## config.mk

```make
export PLATFORM = sky130hd
export DESIGN_NAME = exec_unit_mc_flat
export DESIGN_NICKNAME = d
export VERILOG_FILES = /design/src/rtl/exec_unit_mc_if.sv /design/src/rtl/exec_unit_mc.sv /design/src/flat_wrapper.sv
export SDC_FILE = /design/constraint.sdc
export NUM_CORES = 1
export LEC_CHECK = 0
export BUFFER_PORTS_ARGS = -buffer_cell sky130_fd_sc_hd__buf_4
export CORE_MARGIN = 5
export CORE_UTILIZATION = 43
export DETAILED_ROUTE_END_ITERATION = 7
export GPL_TIMING_DRIVEN = 0
export SYNTH_ARGS = -nofsm -noshare
export SYNTH_HDL_FRONTEND = slang
export SYNTH_SLANG_ARGS = --single-unit
```

## constraint.sdc

```tcl
create_clock -name clk -period 13.5 [get_ports clk]
set_input_delay 0.675 -clock clk [delete_from_list [all_inputs] [get_ports clk]]
set_output_delay 0.675 -clock clk [all_outputs]
set_load 0.02 [all_outputs]
```

## src/rtl/exec_unit_mc_if.sv

```systemverilog
// Execute-stage bundle: ID/EX instruction inputs, forwarding values, hazard-unit controls, EX/MEM outputs.
// Handshake: an instruction transfers on a rising edge where in_valid && in_ready && !flush; in_ready drops while busy or hold.
interface exec_unit_mc_if #(parameter int WIDTH = 32);
   logic             in_valid;
   logic [2:0]       alu_op;
   logic             alu_src;
   logic             mem_write;
   logic [WIDTH-1:0] rd1;
   logic [WIDTH-1:0] rd2;
   logic [WIDTH-1:0] imm;
   logic [1:0]       fwd_a;
   logic [1:0]       fwd_b;
   logic [WIDTH-1:0] exmem_fwd;
   logic [WIDTH-1:0] memwb_fwd;
   logic             hold;
   logic             flush;
   logic             in_ready;
   logic             busy;
   logic             ex_valid;
   logic [WIDTH-1:0] ex_result;
   logic [WIDTH-1:0] ex_store_data;
   logic             ex_mem_write;
   logic             ex_zero;

   modport master (
      output in_valid, alu_op, alu_src, mem_write, rd1, rd2, imm,
             fwd_a, fwd_b, exmem_fwd, memwb_fwd, hold, flush,
      input  in_ready, busy, ex_valid, ex_result, ex_store_data, ex_mem_write, ex_zero
   );

   modport slave (
      input  in_valid, alu_op, alu_src, mem_write, rd1, rd2, imm,
             fwd_a, fwd_b, exmem_fwd, memwb_fwd, hold, flush,
      output in_ready, busy, ex_valid, ex_result, ex_store_data, ex_mem_write, ex_zero
   );
endinterface

```

## src/rtl/exec_unit_mc.sv

```systemverilog
// Pipelined execute stage: operand forwarding, single-cycle ALU ops, iterative shift-add multiply,
// and the EX/MEM result register with hold/flush control from the hazard unit.
module exec_unit_mc #(
   parameter int WIDTH = 32
) (
   input  logic          clk,
   input  logic          rst,
   exec_unit_mc_if.slave bus,
   output logic          dbg_state
);
   localparam int SHW   = $clog2(WIDTH);
   localparam int CNT_W = SHW + 1;
   localparam logic [CNT_W-1:0] CNT_ONE  = CNT_W'(1);
   localparam logic [CNT_W-1:0] CNT_FULL = CNT_W'(WIDTH);

   localparam logic [2:0] OP_OR  = 3'b000;
   localparam logic [2:0] OP_AND = 3'b001;
   localparam logic [2:0] OP_XOR = 3'b010;
   localparam logic [2:0] OP_ADD = 3'b011;
   localparam logic [2:0] OP_SUB = 3'b100;
   localparam logic [2:0] OP_SLL = 3'b101;
   localparam logic [2:0] OP_SRL = 3'b110;
   localparam logic [2:0] OP_MUL = 3'b111;

   typedef enum logic {ST_IDLE, ST_MUL} state_t;
   state_t state;

   logic [WIDTH-1:0] op_a, fwd_b_val, op_b, alu_y;
   logic [WIDTH-1:0] mul_acc, mul_cand, mul_plier, mul_sd, mul_sum;
   logic [CNT_W-1:0] mul_cnt;
   logic             mul_mw, mul_last, accept;

   always_comb begin
      case (bus.fwd_a)
         2'b01:   op_a = bus.exmem_fwd;
         2'b10:   op_a = bus.memwb_fwd;
         default: op_a = bus.rd1;
      endcase
      case (bus.fwd_b)
         2'b01:   fwd_b_val = bus.exmem_fwd;
         2'b10:   fwd_b_val = bus.memwb_fwd;
         default: fwd_b_val = bus.rd2;
      endcase
      op_b = bus.alu_src ? bus.imm : fwd_b_val;
      case (bus.alu_op)
         OP_OR:   alu_y = op_a | op_b;
         OP_AND:  alu_y = op_a & op_b;
         OP_XOR:  alu_y = op_a ^ op_b;
         OP_ADD:  alu_y = op_a + op_b;
         OP_SUB:  alu_y = op_a - op_b;
         OP_SLL:  alu_y = op_a << op_b[SHW-1:0];
         OP_SRL:  alu_y = op_a >> op_b[SHW-1:0];
         default: alu_y = '0;
      endcase
   end

   assign bus.in_ready = !bus.busy && !bus.hold;
   assign accept       = bus.in_valid && bus.in_ready && !bus.flush;
   // Multiplicand shifts left and multiplier shifts right, so bit 0 is always the current multiplier bit.
   assign mul_sum      = mul_acc + (mul_plier[0] ? mul_cand : '0);
   assign mul_last     = (mul_cnt == CNT_ONE);
   assign dbg_state    = (state == ST_MUL);

   always_ff @(posedge clk) begin
      if (rst) begin
         state             <= ST_IDLE;
         bus.busy          <= 1'b0;
         bus.ex_valid      <= 1'b0;
         bus.ex_result     <= '0;
         bus.ex_store_data <= '0;
         bus.ex_mem_write  <= 1'b0;
         bus.ex_zero       <= 1'b1;
         mul_cnt           <= '0;
         mul_acc           <= '0;
         mul_cand          <= '0;
         mul_plier         <= '0;
         mul_sd            <= '0;
         mul_mw            <= 1'b0;
      end else if (bus.flush) begin
         state            <= ST_IDLE;
         bus.busy         <= 1'b0;
         bus.ex_valid     <= 1'b0;
         bus.ex_mem_write <= 1'b0;
         mul_cnt          <= '0;
      end else if (!bus.hold) begin
         case (state)
            ST_MUL: begin
               mul_acc      <= mul_sum;
               mul_cand     <= mul_cand << 1;
               mul_plier    <= mul_plier >> 1;
               mul_cnt      <= mul_cnt - CNT_ONE;
               bus.ex_valid <= 1'b0;
               if (mul_last) begin
                  state             <= ST_IDLE;
                  bus.busy          <= 1'b0;
                  bus.ex_valid      <= 1'b1;
                  bus.ex_result     <= mul_sum;
                  bus.ex_zero       <= (mul_sum == '0);
                  bus.ex_store_data <= mul_sd;
                  bus.ex_mem_write  <= mul_mw;
               end
            end
            default: begin
               if (accept && bus.alu_op == OP_MUL) begin
                  state        <= ST_MUL;
                  bus.busy     <= 1'b1;
                  bus.ex_valid <= 1'b0;
                  mul_cnt      <= CNT_FULL;
                  mul_acc      <= '0;
                  mul_cand     <= op_a;
                  mul_plier    <= op_b;
                  mul_sd       <= fwd_b_val;
                  mul_mw       <= bus.mem_write;
               end else if (accept) begin
                  bus.ex_valid      <= 1'b1;
                  bus.ex_result     <= alu_y;
                  bus.ex_zero       <= (alu_y == '0);
                  bus.ex_store_data <= fwd_b_val;
                  bus.ex_mem_write  <= bus.mem_write;
               end else begin
                  bus.ex_valid <= 1'b0;
               end
            end
         endcase
      end
   end
endmodule

```

## src/flat_wrapper.sv

```systemverilog
// flat-port wrapper written by rule: the top's interface ports become plain ports
module exec_unit_mc_flat 
#(
   parameter int WIDTH = 32
)
  (clk, rst, dbg_state, bus_in_valid, bus_alu_op, bus_alu_src, bus_mem_write, bus_rd1, bus_rd2, bus_imm, bus_fwd_a, bus_fwd_b, bus_exmem_fwd, bus_memwb_fwd, bus_hold, bus_flush, bus_in_ready, bus_busy, bus_ex_valid, bus_ex_result, bus_ex_store_data, bus_ex_mem_write, bus_ex_zero);
  exec_unit_mc_if #(.WIDTH(WIDTH)) bus_i ();
  input  logic clk;
  input  logic rst;
  output logic dbg_state;
  input wire logic [$bits(bus_i.in_valid)-1:0] bus_in_valid;
  input wire logic [$bits(bus_i.alu_op)-1:0] bus_alu_op;
  input wire logic [$bits(bus_i.alu_src)-1:0] bus_alu_src;
  input wire logic [$bits(bus_i.mem_write)-1:0] bus_mem_write;
  input wire logic [$bits(bus_i.rd1)-1:0] bus_rd1;
  input wire logic [$bits(bus_i.rd2)-1:0] bus_rd2;
  input wire logic [$bits(bus_i.imm)-1:0] bus_imm;
  input wire logic [$bits(bus_i.fwd_a)-1:0] bus_fwd_a;
  input wire logic [$bits(bus_i.fwd_b)-1:0] bus_fwd_b;
  input wire logic [$bits(bus_i.exmem_fwd)-1:0] bus_exmem_fwd;
  input wire logic [$bits(bus_i.memwb_fwd)-1:0] bus_memwb_fwd;
  input wire logic [$bits(bus_i.hold)-1:0] bus_hold;
  input wire logic [$bits(bus_i.flush)-1:0] bus_flush;
  output wire logic [$bits(bus_i.in_ready)-1:0] bus_in_ready;
  output wire logic [$bits(bus_i.busy)-1:0] bus_busy;
  output wire logic [$bits(bus_i.ex_valid)-1:0] bus_ex_valid;
  output wire logic [$bits(bus_i.ex_result)-1:0] bus_ex_result;
  output wire logic [$bits(bus_i.ex_store_data)-1:0] bus_ex_store_data;
  output wire logic [$bits(bus_i.ex_mem_write)-1:0] bus_ex_mem_write;
  output wire logic [$bits(bus_i.ex_zero)-1:0] bus_ex_zero;
  assign bus_i.in_valid = bus_in_valid;
  assign bus_i.alu_op = bus_alu_op;
  assign bus_i.alu_src = bus_alu_src;
  assign bus_i.mem_write = bus_mem_write;
  assign bus_i.rd1 = bus_rd1;
  assign bus_i.rd2 = bus_rd2;
  assign bus_i.imm = bus_imm;
  assign bus_i.fwd_a = bus_fwd_a;
  assign bus_i.fwd_b = bus_fwd_b;
  assign bus_i.exmem_fwd = bus_exmem_fwd;
  assign bus_i.memwb_fwd = bus_memwb_fwd;
  assign bus_i.hold = bus_hold;
  assign bus_i.flush = bus_flush;
  assign bus_in_ready = bus_i.in_ready;
  assign bus_busy = bus_i.busy;
  assign bus_ex_valid = bus_i.ex_valid;
  assign bus_ex_result = bus_i.ex_result;
  assign bus_ex_store_data = bus_i.ex_store_data;
  assign bus_ex_mem_write = bus_i.ex_mem_write;
  assign bus_ex_zero = bus_i.ex_zero;
  exec_unit_mc #(.WIDTH(WIDTH)) u_core (.clk(clk), .rst(rst), .bus(bus_i), .dbg_state(dbg_state));
endmodule
```

==> impl_metrics.env <==
export IMPL_finalCriticalPeriod_ps=9900
export IMPL_start_util=0.433
export IMPL_hold_buffers=0
export IMPL_end_kind="flip-flop"
export IMPL_antenna_found_initial=3
export IMPL_critPathArrivalTime_ps=10350
export IMPL_hp_class="in -> reg"
export IMPL_grt_pass1_vias=21900
export IMPL_die_h_um=221
export IMPL_cts_setup_buffers=0
export IMPL_p_leak_uw=0.00933
export IMPL_fin_cells=3582
export IMPL_post_cts_resized=0
export IMPL_ir_drop_mv=0.0856
export IMPL_pwr_share_comb=0.476
export IMPL_nets=3292
export IMPL_portBuffers=239
export IMPL_swShare=0.441
export IMPL_drive_above_1_share=0.120
export IMPL_postSynthAreaPerCell_um2=7.04
export IMPL_pre_cts_slack_ps=3430
export IMPL_yosysTopAreaCell="dfxtp_1"
export IMPL_clockPowerShare=0.263
export IMPL_period_share=0.733
export IMPL_worst_slew_pin_slew_ps=1550
export IMPL_path_delay_family="compound AO/OA/AOI/OAI gates"
export IMPL_seq_area_frac_synth=0.214
export IMPL_synth_nets=3027
export IMPL_grt_ovfl_total=0
export IMPL_grt_pass1_wl_mm=147
export IMPL_setup_viol=0
export IMPL_violations="design-rule violations, max-capacitance violations, max-slew violations"
export IMPL_grt_use_met1=0.516
export IMPL_cts_buffers=20
export IMPL_intPower_uw=1310
export IMPL_met3_usage=0.110
export IMPL_io_pin_count=244
export IMPL_n_fill_cell=4543
export IMPL_p_sw_uw=1040
export IMPL_place_inst=3545
export IMPL_mostFrequentLayoutCells="459 x nor2_1, 291 x a21oi_1, 245 x buf_4"
export IMPL_antenna_left=0
export IMPL_syn_to_final_growth_pct=17.4
export IMPL_h_tree_depth=1
export IMPL_synth_distinct_cells=90
export IMPL_clk_pin_slew_ps=70
export IMPL_power_total_uw=2350
export IMPL_cts_sinks=204
export IMPL_drt_iter0_markers=2960
export IMPL_die_w_um=221
export IMPL_grt_start_max_net_pins=16
export IMPL_cp_max_fo=11
export IMPL_reg2reg_depth=17
export IMPL_tns_ps=0
export IMPL_drv_cap=3
export IMPL_synth_ff_type="dfxtp_1"
export IMPL_busiest_layer="met2"
export IMPL_clockBufferDepth=3
export IMPL_routed_wl_mm=105
export IMPL_yosysTopAreaCellShare=0.214
export IMPL_seqPwrFrac=0.261
export IMPL_max_freq_ghz=0.101
export IMPL_cellPowerDensity_mw_per_mm2=105
export IMPL_cp_depth=30
export IMPL_die_area_mm2=0.0487
export IMPL_wl_per_cell_um=29.4
export IMPL_clock_root_buffer="clkbuf_16"
export IMPL_rsz0062_at_grt="no"
export IMPL_cp_slowest_cell="a221oi_1"
export IMPL_ys_warn_count=0
export IMPL_synth_async_reset_ratio=0
export IMPL_ys_seq_elements=204
export IMPL_fp_coreArea_mm2=0.0440
export IMPL_final_common_cell="nor2_1"
export IMPL_start_kind="input port"
export IMPL_synth_cells=2711
export IMPL_viasPerCell=6.58
export IMPL_cts_tree="yes"
export IMPL_whs_ps=415
export IMPL_grt_use_met2=0.610
export IMPL_insertion_delay_ps=520
export IMPL_finalMaxSlewViolations=16
export IMPL_netlist_top_cells_area="dfxtp_1 21%, ha_1 9.2%, nor2_1 9.0%"
export IMPL_crit_type="in -> reg"
export IMPL_worstPathRequired_ps=13950
export IMPL_dpl_hpwl_mm=85.5
export IMPL_grtUsageTotal=0.410
export IMPL_insertedDiodeCount=0
export IMPL_synth_edf_count=0
export IMPL_slowest_delay_ps=800
export IMPL_finalWorstSetupSlack_ps=3600
export IMPL_dr_pass1_iters=8
export IMPL_outcome="finished, violations left"
export IMPL_slew_headroom=-0.0392
export IMPL_min_path_cells=3
export IMPL_vias=23600
export IMPL_drc=1
export IMPL_finalClockSkew_ps=7.39
export IMPL_place_congestion=1.10
export IMPL_crit_buf_inv=8
export IMPL_rows=77
export IMPL_syn_area_mm2=0.0191
export IMPL_hold_viol_final=0
[worst reg2reg max path, stage by stage, from the launching register on]
cell and delay, ps:
dfxtp_1 470, clkbuf_1 270, and2_1 170, ha_1 220
clkbuf_1 190, a21oi_1 270, o21ai_0 130, a2111oi_0 600
o211ai_1 160, o21ai_0 360, o31a_1 230, o21bai_1 100
a31o_2 260, a21oi_1 190, xnor2_1 200, nor4_1 110
a311oi_1 370, a21oi_1 110
[power by group through the flow]
stage                     logic, uW  registers, uW  clock network (uW)
final                          1120            613                 618
after CTS                      1050            613                 620
after global placement         1040            626                   0
after floorplan                 613            630                   0
after global routing           1150            613                 651
after detailed placement       1050            626                   0
[per-stage QoR]
stage	util	cell area, um^2
after global routing	0.509	22400
final	0.509	22400
after global placement	0.491	21600
after CTS	0.508	22400
after floorplan	-	19100
after detailed placement	0.492	21700
[area by class of cell]
cell class,instances,area (um^2),share of cell area
multi-input combinational,2204,13800,0.617
buffer,203,847,0.0378
tap,592,741,0.0331
sequential,204,4080,0.182
inverter,100,378,0.0169
clock buffer,27,588,0.0263
timing repair buffer,243,1820,0.0815
clock inverter,9,124,0.00553
[Yosys cell counts, drive strengths merged (5+ instances only)]
master and count:
a31oi 17, nand3 27, nor2b 15, mux2i 109
a311oi 10, inv 98, and2 39, nor3b 5
nor3 68, o22a 5, o211ai 40, nand4 14
a221oi 19, o32ai 7, xor2 16, nor4 12
o21bai 6, nand2b 18, a22oi 31, xnor2 71
a221o 51, a21oi 291, dfxtp 204, o221ai 14
o31ai 13, buf 58, or3 17, mux2 5
a21boi 11, a21o 18, and3 5, o21ai 183
nand2 237, ha 140, o21a 18, a211oi 101
or4 5, o31a 7, clkbuf 145, o22ai 35
nor2 459, or2 12
[registers in the layout, indices dropped and copies added (netlist names)]
register	flops
u_core.bus.ex_valid	1
u_core.mul_cand	32
u_core.bus.ex_mem_write	1
u_core.mul_acc	32
u_core.mul_cnt	6
u_core.mul_plier	32
u_core.mul_sd	32
u_core.bus.busy	1
u_core.bus.ex_result	32
u_core.dbg_state	1
u_core.bus.ex_zero	1
u_core.mul_mw	1
u_core.bus.ex_store_data	32
[cell families after synthesis]
kind of cell    synth area share
simple gates               0.216
compound gates             0.311
buf+inv                   0.0642
flops                      0.214
fa+ha+maj                 0.0939
mux                       0.0613
xor+xnor                  0.0400
[path summary, 6_finish.rpt]
path / startpoint / slack (ps) / to
max: bus_fwd_b[0] / 3600 / u_core.bus.ex_zero$_SDFFE_PP1P_
min: bus_mem_write / 420 / u_core.mul_mw$_SDFFE_PP0P_
max reg2reg: u_core.mul_plier[0]$_SDFFE_PP0P_ / 8980 / u_core.bus.ex_zero$_SDFFE_PP1P_
min reg2reg: u_core.mul_plier[11]$_SDFFE_PP0P_ / 450 / u_core.mul_plier[11]$_SDFFE_PP0P_
[routing by layer]
layer | part of all wire | up-vias
li1 | - | 10300
met4 | 0.089 | 4
met5 | 0.00022 | -
met2 | 0.41 | 1669
met3 | 0.12 | 437
met1 | 0.38 | 11100
No activity file was read; power rests on OpenSTA's default activity.
